==> src/rtl/bsg_manycore_array_reset_sequencer.sv <==
// Bring-up sequencer for one compute-tile subarray.
// All columns are held in reset for hold_cycles_p cycles after an accepted
// start. Columns are then released one per stagger_cycles_p cycles, west to
// east. Each column also receives its global X/Y coordinate.
//
// Ports:
//   clk_i, reset_n_i     clock and async active-low reset
//   start_v_i            request a (re)sequence; accepted when start_ready_o=1
//   start_ready_o        high in IDLE and DONE
//   origin_x_i/_y_i      coordinates of column 0 / top row, sampled on accept
//   reset_o              per-column active-high reset
//   global_x_o/_y_o      packed per-column coordinates, column c at [c*W +: W]
//   done_o               every column has been released
//
// Optional build macro BSG_MANYCORE_RESET_SEQ_STATUS_EN adds two outputs:
//   cols_released_o      number of columns whose reset_o is 0
//   done_pulse_o         high for one cycle on entry to DONE
module bsg_manycore_array_reset_sequencer #(
    parameter int unsigned num_cols_p       = 4,
    parameter int unsigned x_cord_width_p   = 7,
    parameter int unsigned y_cord_width_p   = 7,
    parameter int unsigned hold_cycles_p    = 16,
    parameter int unsigned stagger_cycles_p = 4
) (
    input  logic                                 clk_i,
    input  logic                                 reset_n_i,
    input  logic                                 start_v_i,
    output logic                                 start_ready_o,
    input  logic [x_cord_width_p-1:0]            origin_x_i,
    input  logic [y_cord_width_p-1:0]            origin_y_i,
    output logic [num_cols_p-1:0]                reset_o,
    output logic [num_cols_p*x_cord_width_p-1:0] global_x_o,
    output logic [num_cols_p*y_cord_width_p-1:0] global_y_o,
    output logic                                 done_o
`ifdef BSG_MANYCORE_RESET_SEQ_STATUS_EN
    ,
    output logic [$clog2(num_cols_p+1)-1:0]      cols_released_o,
    output logic                                 done_pulse_o
`endif
);

    localparam int unsigned MAX_CYC = (hold_cycles_p > stagger_cycles_p) ? hold_cycles_p
                                                                         : stagger_cycles_p;
    localparam int unsigned CNT_W   = $clog2(MAX_CYC + 1);
    localparam int unsigned COL_W   = $clog2(num_cols_p + 1);
    localparam int unsigned XW      = x_cord_width_p;
    localparam int unsigned YW      = y_cord_width_p;

    typedef enum logic [1:0] {
        IDLE    = 2'd0,
        HOLD    = 2'd1,
        RELEASE = 2'd2,
        DONE    = 2'd3
    } state_e;

    state_e                       state_q, state_d;
    logic [CNT_W-1:0]             cnt_q, cnt_d;
    logic [COL_W-1:0]             col_q, col_d;
    logic [num_cols_p-1:0]        reset_d;
    logic [num_cols_p*XW-1:0]     global_x_d;
    logic [num_cols_p*YW-1:0]     global_y_d;
    logic                         done_d;
    logic                         ready_d;

    // State, counters and all outputs are flops.
    always_ff @(posedge clk_i or negedge reset_n_i) begin
        if (!reset_n_i) begin
            state_q       <= IDLE;
            cnt_q         <= '0;
            col_q         <= '0;
            reset_o       <= '1;
            global_x_o    <= '0;
            global_y_o    <= '0;
            done_o        <= 1'b0;
            start_ready_o <= 1'b1;
        end else begin
            state_q       <= state_d;
            cnt_q         <= cnt_d;
            col_q         <= col_d;
            reset_o       <= reset_d;
            global_x_o    <= global_x_d;
            global_y_o    <= global_y_d;
            done_o        <= done_d;
            start_ready_o <= ready_d;
        end
    end

    // Next-state and next-output logic.
    always_comb begin
        state_d    = state_q;
        cnt_d      = cnt_q;
        col_d      = col_q;
        reset_d    = reset_o;
        global_x_d = global_x_o;
        global_y_d = global_y_o;
        done_d     = done_o;

        unique case (state_q)
            IDLE, DONE: begin
                if (start_v_i) begin
                    state_d = HOLD;
                    cnt_d   = '0;
                    col_d   = '0;
                    reset_d = '1;
                    done_d  = 1'b0;
                    for (int unsigned c = 0; c < num_cols_p; c++) begin
                        global_x_d[c*XW +: XW] = XW'(origin_x_i + XW'(c));
                        global_y_d[c*YW +: YW] = origin_y_i;
                    end
                end
            end
            HOLD: begin
                if (cnt_q == CNT_W'(hold_cycles_p - 1)) begin
                    cnt_d      = '0;
                    reset_d[0] = 1'b0;
                    col_d      = COL_W'(1);
                    if (num_cols_p == 1) begin
                        state_d = DONE;
                        done_d  = 1'b1;
                    end else begin
                        state_d = RELEASE;
                    end
                end else begin
                    cnt_d = cnt_q + CNT_W'(1);
                end
            end
            RELEASE: begin
                if (cnt_q == CNT_W'(stagger_cycles_p - 1)) begin
                    cnt_d = '0;
                    for (int unsigned c = 0; c < num_cols_p; c++) begin
                        if (COL_W'(c) == col_q) begin
                            reset_d[c] = 1'b0;
                        end
                    end
                    col_d = col_q + COL_W'(1);
                    // The column just cleared was the easternmost one.
                    if (col_q == COL_W'(num_cols_p - 1)) begin
                        state_d = DONE;
                        done_d  = 1'b1;
                    end
                end else begin
                    cnt_d = cnt_q + CNT_W'(1);
                end
            end
            default: begin
                state_d = IDLE;
            end
        endcase

        ready_d = (state_d == IDLE) || (state_d == DONE);
    end

`ifdef BSG_MANYCORE_RESET_SEQ_STATUS_EN
    logic done_pulse_q;

    // One-cycle flag marking the first cycle spent in DONE.
    always_ff @(posedge clk_i or negedge reset_n_i) begin
        if (!reset_n_i) begin
            done_pulse_q <= 1'b0;
        end else begin
            done_pulse_q <= (state_d == DONE) && (state_q != DONE);
        end
    end

    // The column index is the count of released columns: 0 on accept, N in DONE.
    assign cols_released_o = col_q;
    assign done_pulse_o    = done_pulse_q;
`endif

endmodule

==> config.mk <==
export PLATFORM = sky130hd
export DESIGN_NAME = bsg_manycore_array_reset_sequencer
export DESIGN_NICKNAME = d
export VERILOG_FILES = /design/src/rtl/bsg_manycore_array_reset_sequencer.sv
export SDC_FILE = /design/constraint.sdc
export NUM_CORES = 1
export LEC_CHECK = 0
export CAP_MARGIN = 20
export CORE_ASPECT_RATIO = 0.7
export CORE_UTILIZATION = 50
export CTS_CLUSTER_SIZE = 16
export DETAILED_ROUTE_END_ITERATION = 7
export PLACE_DENSITY = 0.91
export SYNTH_ARGS = -nofsm -noshare
export SYNTH_HDL_FRONTEND = slang
export SYNTH_SLANG_ARGS = --single-unit
==> constraint.sdc <==
create_clock -name clk_i -period 4.5 [get_ports clk_i]
set_input_delay 0.675 -clock clk_i [delete_from_list [all_inputs] [get_ports clk_i]]
set_output_delay 0.675 -clock clk_i [all_outputs]
set_load 0.02 [all_outputs]
[Yosys cells after proc, flatten, opt, wreduce, memory -nomap -nowiden]
Index checks and enable logic that the tools add are counted.
Storage, ports and cells
  register bits after elaboration: 72
  word-level logic and storage cells: 73
Cells by class
  add/sub/neg operators: 5
  eq/ne operators: 18
  multiplexer cells: 26
  reductions and logical operators: 13
Operators with widths (number)
  $reduce_and 4->1: 5
  $ne 2x2->1 const B: 8
  $mux 5: 3
  $pmux 5 s3: 1
  $add 7x2->7 const B: 2
  $mux 3: 3
  $pmux 3 s3: 1
  $mux 1: 8
  $mux 2: 4
  $mux 4: 2
  $add 7x1->7 const B: 1
  $eq 2x2->1 const B: 3
  $eq 2x3->1 const A: 2
  $pmux 2 s3: 1
  $pmux 3 s2: 1
  $add 5x1->5 const B: 1
  $eq 5x2->1 const B: 1
  $eq 5x4->1 const B: 1
  $logic_not 2->1: 2
  $add 3x1->3 const B: 1
  $eq 1x3->1 const A: 1
  $eq 3x2->1 const B: 1
  $logic_not 3->1: 1
  $pmux 1 s3: 1
  7 further kinds: 7

[Logic depth before layout (Yosys ltp)]
Gate-level depths: netlist (run 1).
  word-level depth: 6
  mapped depth: 8

[Worst setup path before layout (run 1)]
No wires, ideal clock.
  path type: register to register
  start: register cnt_q[0]
  end: register cnt_q[3]
  setup time: 0.124 ns
  data arrival time: 1.644 ns
  required time: 4.376 ns
  path slack: 2.732 ns
  cell stages (with the launch flop): 6
  buffers on the path: 0
  path through: dfrtp_1 -> ha_1 -> or4b_4 -> a21oi_4 -> nor4_1 -> a211o_1
Between the ends
  cells in the longest elaborated chain, start to end: 3
  elaborated cells between the ends (all ways): 6
  those cells by class: 1 x add/sub; 2 x eq/ne; 3 x mux
Ends and longest elaborated chain
  start: declaration: RTL line 57  | logic [CNT_W-1:0] cnt_q, cnt_d;
  start signal: assignment: RTL line 78  | cnt_q <= cnt_d;
  $add 5x1->5 (tied with other cells): RTL line 124, 142
  $mux 5, on equally long branches: RTL line 128, 113
  $pmux 5 s3 *: RTL line 98  | unique case (state_q)
Every way passes the cells marked *; elsewhere a longest branch is shown, timed or not.
A chain may end at the register's enable or synchronous reset.

[Worst setup path after layout (run 1)]
  start: input start_v_i
  end: register start_ready_o
Between the ends
  cells in the longest elaborated chain, start to end: 4
  elaborated cells between the ends (all ways): 5
  those cells by class: 1 x eq/ne; 2 x mux; 2 x reduce/logical
Ends and longest elaborated chain
  start: declaration: RTL line 27  | input logic start_v_i,
  $mux 2 *: RTL line 100  | if (start_v_i) begin
  $pmux 2 s3 *: RTL line 98
  via state_d[0]: RTL line 56  | state_e state_q, state_d;
  $eq 2x2->1 or $logic_not 2->1 (tied branches): RTL line 150  | ready_d = (state_d == IDLE) || (state_d == DONE);
  $logic_or 1x1->1 *: RTL line 150
  via ready_d: RTL line 63  | logic ready_d;
  end signal: assignment: RTL line 84  | start_ready_o <= ready_d;
  end: declaration: RTL line 28  | output logic start_ready_o,
The timed path passes the listed nets; every way through them passes the cells marked *.

==> results of run 1 <==
## flip-flops by register name, summed over array words and instances (netlist names)
register       flops
reset_o            4
state_q            2
cnt_q              5
global_y_o         7
done_o             1
start_ready_o      1
global_x_o        26
col_q              3
## per-layer routing
layer	up-vias	wire, um
met2	77	2520
met3	4	290
met5	-	0
met4	0	44
li1	981	-
met1	962	2500
## layout by cell type, fill, tap and decap left out, types with 2 or more instances in the layout
| master | synthesis | final |
|---|---|---|
| o31ai_1 | 2 | 2 |
| xnor2_1 | 5 | 5 |
| xor2_1 | 10 | 10 |
| a22o_1 | 2 | 2 |
| nand3_1 | 6 | 6 |
| dfstp_2 | 5 | 5 |
| dfrtp_1 | 44 | 44 |
| inv_1 | 12 | 12 |
| a31oi_1 | 5 | 5 |
| ha_1 | 14 | 14 |
| nand2_1 | 72 | 72 |
| o21ai_0 | 27 | 27 |
| nor2_1 | 6 | 6 |
| a21oi_1 | 8 | 8 |
| clkbuf_8 | 0 | 7 |
| nor3_1 | 2 | 2 |
| clkdlybuf4s50_1 | 0 | 77 |
## worst max-delay path by stage
| stage | start | end | cells after the start |
|---|---|---|---|
| 2_1_floorplan | cnt_q[0] | cnt_q[3] | 5 |
| 3_3_place_gp | start_v_i | start_ready_o | 5 |
| 3_5_place_dp | start_v_i | start_ready_o | 5 |
| 4_1_cts | reset_o[1] | reset_o[1] | 1 |
| 5_1_grt | state_q[0] | start_ready_o | 6 |
| 6_report | start_v_i | start_ready_o | 5 |
## final cells by class
class | count | area (sq um)
repair buffers | 80 | 803
flip-flops and latches | 49 | 1230
well taps | 69 | 86.3
clock inverters | 1 | 5.00
fillers | 377 | 1530
multi-input cells | 178 | 1030
clock buffers | 7 | 96.3
inverters | 12 | 45.0
## critical path, stage by stage
cell and delay, ns:
clkdlybuf4s50_1 0.61, and2_1 0.54, o22ai_1 0.17, o21ai_1 0.18, xnor2_1 0.16
## metrics by stage
step                setup WS [ns]  hold WS [ns]  utilization [%]
floorplan                    2.73         0.379                -
global placement             2.20         0.460             65.8
detailed placement           2.10         0.466             65.8
CTS                          2.37         0.486             67.9
global route                 2.25         0.192             68.3
finish                       2.38         0.197             68.3
## report_power, final
part / switching (mW) / internal [mW]
registers: 0.127 / 0.620
logic: 0.680 / 0.557
clock network: 0.139 / 0.139
## cell families after synthesis
| group | after synthesis | synth area share, % |
|---|---|---|
| fa+ha+maj | 14 | 6.91 |
| simple gates | 96 | 16.1 |
| flops | 49 | 48.6 |
| buf+inv | 48 | 10.6 |
| compound gates | 53 | 12.6 |
| xor+xnor | 15 | 5.18 |
==> metrics.txt, run 1 <==
Tmin final=roughly 2.1 ns; die width=87.1 um; Seq/Total Area, Yosys=between 40% and 50%; outcome=finished, final reports clean; total design power=2.26 mW; Distinct cells, synth=37; Resize count post-CTS=0; YS warnings=0; slew margin rel.=between 40 and 50%; Remaining Overflow, GRT=0; Critical Path RT=4.72 ns; Synth async-reset ratio=100%; HPWL Detailed=about 3.8 mm; Worst EP arrival=roughly 2.3 ns; Post-Layout Cell Count=between 300 and 400; met1 Usage GRT=roughly 28%; Synth Area per Inst=~9.2 sq um; R2R cell count=6; core region area=just under 5000 sq um; dpl cells=387; Initial Utilization=a little over half; M3 GR Usage=3.08%; static leakage=about 1.5 nW; RSZ-0062 raised after global routing=false; Clk Latency, worst-skew pair=between 0.2 and 0.3 ns; fin area=roughly 3300 sq um; Fin. Hold Viols=0; Worst Skew=0.00776 ns; Post-synth EDFFs=0; vias in the first global route=approximately 1800; n_diodes=0; Crit Reg-Reg Endpoint=start_ready_o; Post-DRT Antenna Nets=0; IO Port Bufs=between 70 and 80; PD cells=slightly below 700 nW/um^2; Synth top area share=43.4%; grt peak-use layer=met2; Commonest cells post-synth=nand2_1, dfrtp_1, o21ai_0; Synth Instances=about 280; clock root buffer=clkbuf_8; count leader, synth=nand2_1; Total Die Area=about 5400 sq um; post-CTS setup buffers=0; top cells by area, synth=dfrtp_1, nand2_1, ha_1; number of synthesized register bits=about 50; met2 usage=between 30% and 40%; Critical Path End Type=flop; CTS tree=built; Iter 0 DRT Violations=approximately 210; first drt pass iteration count=4; final net count=between 300 and 400; row count=21; endpoints failing setup=0; synth-to-layout area growth=30.3%; Worst-Margin Slew=0.827 ns; post-route clock period utilization=47.2%; overall routed net length=~5.4 mm; Syn Nets=between 300 and 400; synthesized cell area=2530 sq um; first-pass GRT wire length=around 8.3 mm; RR Startpoint=state_q[0]; Max Clk Rate=approximately 0.47 GHz; Die H=between 60 and 70 um; IO Pins=just under 80; clock slew at reported path FFs=roughly 0.09 ns; largest net degree at the start of global routing=55; CP max FO=16; Max-Cap Viols=0; GRT Total Usage=between 20 and 25%; hold_buf cts=0; initial antenna violation count=0; kind of critical path=in -> reg; crit path launch type=input port; DR WL/cell=between 10 and 15 um; worst min path class=in -> async; VDD IR max=0.396 mV; Cell Area, Placed=between 3000 and 4000 sq um; GP Congestion=between 0.8 and 0.9; final slew viol count=0; share of post-route cells with drive strength above 1=6.12%; Clock Tree Buf Depth=2; setup TNS=0 ns; total CTS buffers=5; # H-tree levels=2; largest area contributor in the netlist=dfrtp_1; Synth Flop Type=dfrtp_1; DRC=0; reg2reg setup slack=2.38 ns; vias=between 2000 and 2500; Clock Sinks=49; mean number of vias per cell=about 5.1
Power figures use the tool's default switching activity.
==> run 2, diff against run 1 <==
CORE_UTILIZATION = 42   (was 50)
PLACE_DENSITY = 0.82   (was 0.91)
clock period = 1.7 ns   (was 4.5 ns; I/O delays follow)
==> run 2 against run 1 <==
  * The run now ends with setup timing left
  * Hold slack gained 0.20 ns
  * Count of clock-buffer cells in the layout shrank 2
  * Sequential power increased to 2.6 times the previous value
  * Via count up 4.1%
  * Non-clock buffer count grew 33
  * Sequential share of layout area fell by 3.2 points
  * Flip-flop and latch count did not move
  * Utilization decreased by 5.9 points
  * Cell count rose by 10%
  * Wire length grew 12%
  * Cell area is 9.3% higher
==> metrics.txt, run 2 (same netlist as run 1, synthesis figures left out) <==
outcome=finished with violations; failing checks=setup timing; clock slew at reported path FFs=about 0.09 ns; GRT Total Usage=slightly above 20%; dpl cells=around 420; Buf/Inv on CP=0; internal power=between 3 and 4 mW; first drt pass iteration count=4; post-route clock period utilization=104%; kind of critical path=reg -> reg; kind of cell adding the most delay to the critical path=simple AND/OR/NAND/NOR gates; HPWL Detailed=approximately 4.4 mm; largest net degree at the start of global routing=54; share of post-route cells with drive strength above 1=16.6%; M1 WL=2.83 mm; DP Worst Slack=-0.0598 ns; Fill cells=between 400 and 500; CP peak stage delay=approximately 0.50 ns; Clock Sinks=49; overall routed net length=5.99 mm; Max-Cap Viols=0; vias=2107; Remaining Overflow, GRT=0; DRC=0; core region area=about 5800 sq um; static leakage=roughly 1.6 nW; area of the multi-input gates=1080 sq um; Critical Path RT=between 1.5 and 2 ns; endpoints failing setup=3; RSZ-0062 raised after global routing=true; CP max FO=5; CP max stage cell=or4b_4; Top reg by flops=global_x_o; worst path cell trace=ha_2, or4b_4, a21oi_4, nor3_1, a211o_1; Fin. Hold Viols=0; Worst Skew=about 0.0078 ns; crit path launch type=flop; total CTS buffers=5; final net count=between 300 and 400; sw power=roughly 2.6 mW; Setup WS post-layout=-0.0614 ns; VDD IR max=~1.1 mV; Max Clk Rate=~0.57 GHz; IO Pins=79; WL met3=~340 um; Die H=roughly 67 um; fin area=3610 sq um; worst min path class=in -> async; PD cells=approximately 1700 nW/um^2; Cell Area, Placed=~3400 sq um; clock root buffer=clkbuf_8; Regs by FF count=global_x_o: 26 flops, global_y_o: 7 flops, cnt_q: 5 flops; synth-to-layout area growth=42.4%; Worst-Margin Slew=around 0.38 ns; Critical Path End Type=flop; row count=23; Clk pwr share=between 10% and 20%; first-pass GRT wire length=9.77 mm; Total Die Area=around 6400 sq um; GP Congestion=0.890; IO Port Bufs=a little under 80; sequential power share=between 30% and 40%; vias in the first global route=approximately 2000; Worst EP arrival=1.95 ns; most frequent cells in the layout=nand2_1, clkdlybuf4s50_1, dfrtp_1; WHS=around 0.40 ns; CTS tree=built; Tmin final=1.76 ns; combinational share of power=between 50 and 60%; initial antenna violation count=0; Reg area=around 1200 sq um; Clk Latency, worst-skew pair=about 0.3 ns; # H-tree levels=2; Iter 0 DRT Violations=around 130; DR WL/cell=roughly 14 um; Post-Layout Cell Count=436; slew margin rel.=roughly 75%; Met2 Wirelength=approximately 2.8 mm; Top Metal Used=met4; die width=94.9 um; Largest register FFs=26; n_diodes=0; mean number of vias per cell=approximately 4.8; Post-DRT Antenna Nets=0; final slew viol count=0; Initial Utilization=between 40% and 50%; Clock Tree Buf Depth=2; Net Sw Frac=a little over two fifths
## run 2: changes by cell type in the layout (fill, tap and decap cells not counted), sizes merged, moves of 2 or more
cell / before / now
clkbuf: 7 / 5
clkdlybuf4s50: 77 / 72
dlymetal6s2s: 0 / 2
buf: 3 / 35
dlygate4sd2: 0 / 3
## run 2: path summary, 6_finish.rpt
path	from	to	slack, ns	depth (start not counted)
setup / recovery	cnt_q[0]	cnt_q[3]	-0.06	5
hold / removal	reset_n_i	state_q[1]	0.40	2
setup reg to reg	cnt_q[0]	cnt_q[3]	-0.06	5
hold reg to reg	global_x_o[9]	global_x_o[9]	0.48	2
max in group asynchronous	reset_n_i	cnt_q[2]	0.80	3
min in group clk_i	origin_y_i[6]	global_y_o[20]	0.47	3
## run 2: worst reg2reg max path: cells and delay by family, from the launching register on
kind / cells / cell delay, ns
flip-flops: 1 / 0.37
adder cells (fa/ha/maj): 1 / 0.21
AO/OA/AOI/OAI: 2 / 0.50
AND/OR/NAND/NOR: 2 / 0.58
## run 2: timing repair
action	4_1_cts	5_1_grt
buffers inserted	3	2
setup endpoints to repair	9	11
gates cloned	1	0
hold endpoints to repair	9	0
hold buffers	1	0
pin swaps	1	3
gates resized for setup	3	8
## run 2: per-layer routing
metal | up-vias | track usage [%]
met4 | 0 | 6.63
met5 | - | 0
met2 | 67 | 31.7
met3 | 7 | 4.91
met1 | 980 | 27.4
li1 | 1053 | -
## run 2: metrics by stage
stage | setup TNS, ns | util, % | power (mW)
final | -0.173 | 62.4 | 6.22
after global routing | -0.623 | 62.4 | 6.62
after CTS | -0.0704 | 61.4 | 6.21
after detailed placement | -0.219 | 59.2 | 5.48
after global placement | -0.000587 | 59.2 | 5.38
after floorplan | -0.0243 | - | 4.00
## run 2: final cells by class
class                   instances  area share, %
flip-flops and latches         49           34.1
multi-input cells             179           30.1
repair buffers                113           29.6
well taps                      75           2.60
inverters                      12           1.25
clock buffers                   5           1.91
clock inverters                 3          0.485
## run 2: power groups by stage
stage	Combinational (mW)	Clock [mW]	Sequential, mW
6_report	3.58	0.672	1.96
2_1_floorplan	1.55	0	2.45
4_1_cts	3.54	0.693	1.97
5_1_grt	3.85	0.738	2.03
3_5_place_dp	3.49	0	1.99
3_3_place_gp	3.42	0	1.96
==> run 3, diff against run 2 <==
CORE_ASPECT_RATIO = 1.25   (was 0.7)
SETUP_SLACK_MARGIN = 0.5   (was default)
==> run 3 against run 2 <==
  * The run still ends with setup timing left
  * Clock power about the same
  * Via count rose by 18%
  * Critical path depth unchanged
  * Clock skew grew 0.0066 ns
  * Cell area increased by 22%
  * Total power rose by 31%
  * Sequential power rose by 5%
  * Cell count rose by 6.9%
  * Count of clock-buffer cells in the layout rose by 1
  * Non-clock buffer count up 39
  * Wire length increased by 37%
  * Critical endpoint is now col_q[0]
  * Largest cell class is now multi-input gates
==> metrics.txt, run 3 (same netlist as run 1, synthesis figures left out) <==
outcome=finished with violations; failing checks=setup timing; vias=approximately 2500; Worst EP arrival=approximately 2.0 ns; Buf/Inv on CP=0; die width=approximately 70 um; overall routed net length=8.22 mm; Post-DRT Antenna Nets=0; Clock Sinks=a little under 50; dpl cells=slightly above 400; DRC=0; worst path cell trace=ha_4, or4b_4, a21oi_4, o21ai_2, a22o_1; Max Clk Rate=0.561 GHz; Clock Tree Buf Depth=2; fin area=between 4000 and 5000 sq um; first-pass GRT wire length=11.5 mm; Post-Layout Cell Count=about 470; kind of cell adding the most delay to the critical path=compound AO/OA/AOI/OAI gates; RSZ-0062 raised after global routing=true; Clk Latency, worst-skew pair=0.30 ns; VDD IR max=around 0.84 mV; largest net degree at the start of global routing=35; post-route clock period utilization=105%; RR Startpoint=cnt_q[0]; Largest register FFs=26; HPWL Detailed=between 4 and 5 mm; Worst Skew=around 0.014 ns; Tmin final=about 1.8 ns; Top reg by flops=global_x_o; final net count=between 400 and 500; core region area=roughly 5800 sq um; clock slew at reported path FFs=~0.10 ns; Critical Path End Type=flop; total CTS buffers=5; first drt pass iteration count=4; GP Congestion=around 0.87; Setup WS post-layout=-0.0813 ns; row count=31; n_diodes=0; Iter 0 DRT Violations=approximately 120; final slew viol count=0; CP max stage cell=or4b_4; clock root buffer=clkbuf_8; reg2reg setup slack=-0.08 ns; DR WL/cell=about 18 um; most frequent cells in the layout=dfrtp_1, buf_4, buf_6; Regs by FF count=global_x_o: 26 flops, global_y_o: 7 flops, cnt_q: 5 flops; Initial Utilization=around 44%; endpoints failing setup=5; CTS tree=built; PD cells=between 1500 and 2000 nW/um^2; CP peak stage delay=around 0.5 ns; Cell Area, Placed=3450 sq um; slew margin rel.=66.5%; # H-tree levels=2; Net Sw Frac=43.5%; fin util=between 70% and 80%; IO Pins=slightly below 80; Max-Cap Viols=0; DP Worst Slack=slightly above 0.003 ns; initial antenna violation count=0; crit path launch type=flop; Crit Reg-Reg Endpoint=col_q[0]; Worst-Margin Slew=~0.50 ns; IO Port Bufs=78; kind of critical path=reg -> reg; Critical Path RT=~1.9 ns; worst min path class=in -> async; share of post-route cells with drive strength above 1=58.8%; R2R cell count=5; setup TNS=-0.291 ns; sw power=between 3 and 4 mW; Clk pwr share=approximately 8%; GRT Total Usage=between 20% and 30%; Remaining Overflow, GRT=0; Die H=about 89 um; internal power=about 4.6 mW; Total Die Area=approximately 6400 sq um; combinational share of power=about two thirds; static leakage=2.14 nW; vias in the first global route=2456; synth-to-layout area growth=74.3%; sequential power share=25.4%; Fin. Hold Viols=0; mean number of vias per cell=~5.3; CP max FO=6
-- run 3: cell count changes in the layout (fill, tap and decap cells not counted), sizes merged --
| cell | delta |
|---|---|
| a21oi | -1 |
| buf | +100 |
| bufbuf | +1 |
| clkbuf | +1 |
| clkdlybuf4s50 | -58 |
| clkinvlp | -1 |
| dlygate4sd2 | -2 |
| dlymetal6s2s | -2 |
| nand2 | +1 |
-- run 3: power by group through the flow --
stage	registers [mW]	clock network [mW]	logic (mW)
5_1_grt	2.10	0.723	5.65
2_1_floorplan	2.46	0	1.75
4_1_cts	1.97	0.674	4.34
6_report	2.06	0.670	5.40
3_5_place_dp	1.99	0	3.59
3_3_place_gp	1.96	0	3.52
-- run 3: timing repair --
| action | CTS | global route |
|---|---|---|
| cloned | 7 | 0 |
| gates resized for setup | 341 | 104 |
| pin swaps | 44 | 32 |
| endpoints found under the setup margin | 111 | 77 |
| hold buffers | 1 | 0 |
| endpoints found under the hold margin | 15 | 0 |
| setup buffers | 24 | 21 |
-- run 3: area by class of cell --
type,instances,area (sq um)
clock inverters,2,10.0
well taps,66,82.6
inverters,12,52.6
clock buffers,6,72.6
repair buffers,152,1450
fillers,353,1400
multi-input cells,179,1510
flip-flops and latches,49,1230
-- run 3: per-layer routing --
layer	up-vias	global-route usage, %	part of all wire, %
met1	1250	25.1	36
met3	18	3.64	3.9
li1	1134	-	-
met4	0	12.1	2.5
met2	77	44.6	58
met5	-	0	0
-- run 3: worst max path at each step --
stage,startpoint,endpoint,slack (ns),cells after the start
floorplan,cnt_q[0],cnt_q[3],-0.004,5
global placement,origin_x_i[1],global_x_o[26],0.05,7
detailed placement,cnt_q[1],cnt_q[3],0.003,5
CTS,cnt_q[1],cnt_q[3],0.005,5
global route,cnt_q[0],col_q[0],-0.15,5
finish,cnt_q[0],col_q[0],-0.08,5
-- run 3: per-stage QoR --
stage	total power [mW]	hold slack (ns)
finish	8.13	0.403
global route	8.48	0.440
CTS	6.98	0.407
detailed placement	5.58	0.200
global placement	5.47	0.197
floorplan	4.21	-0.0406
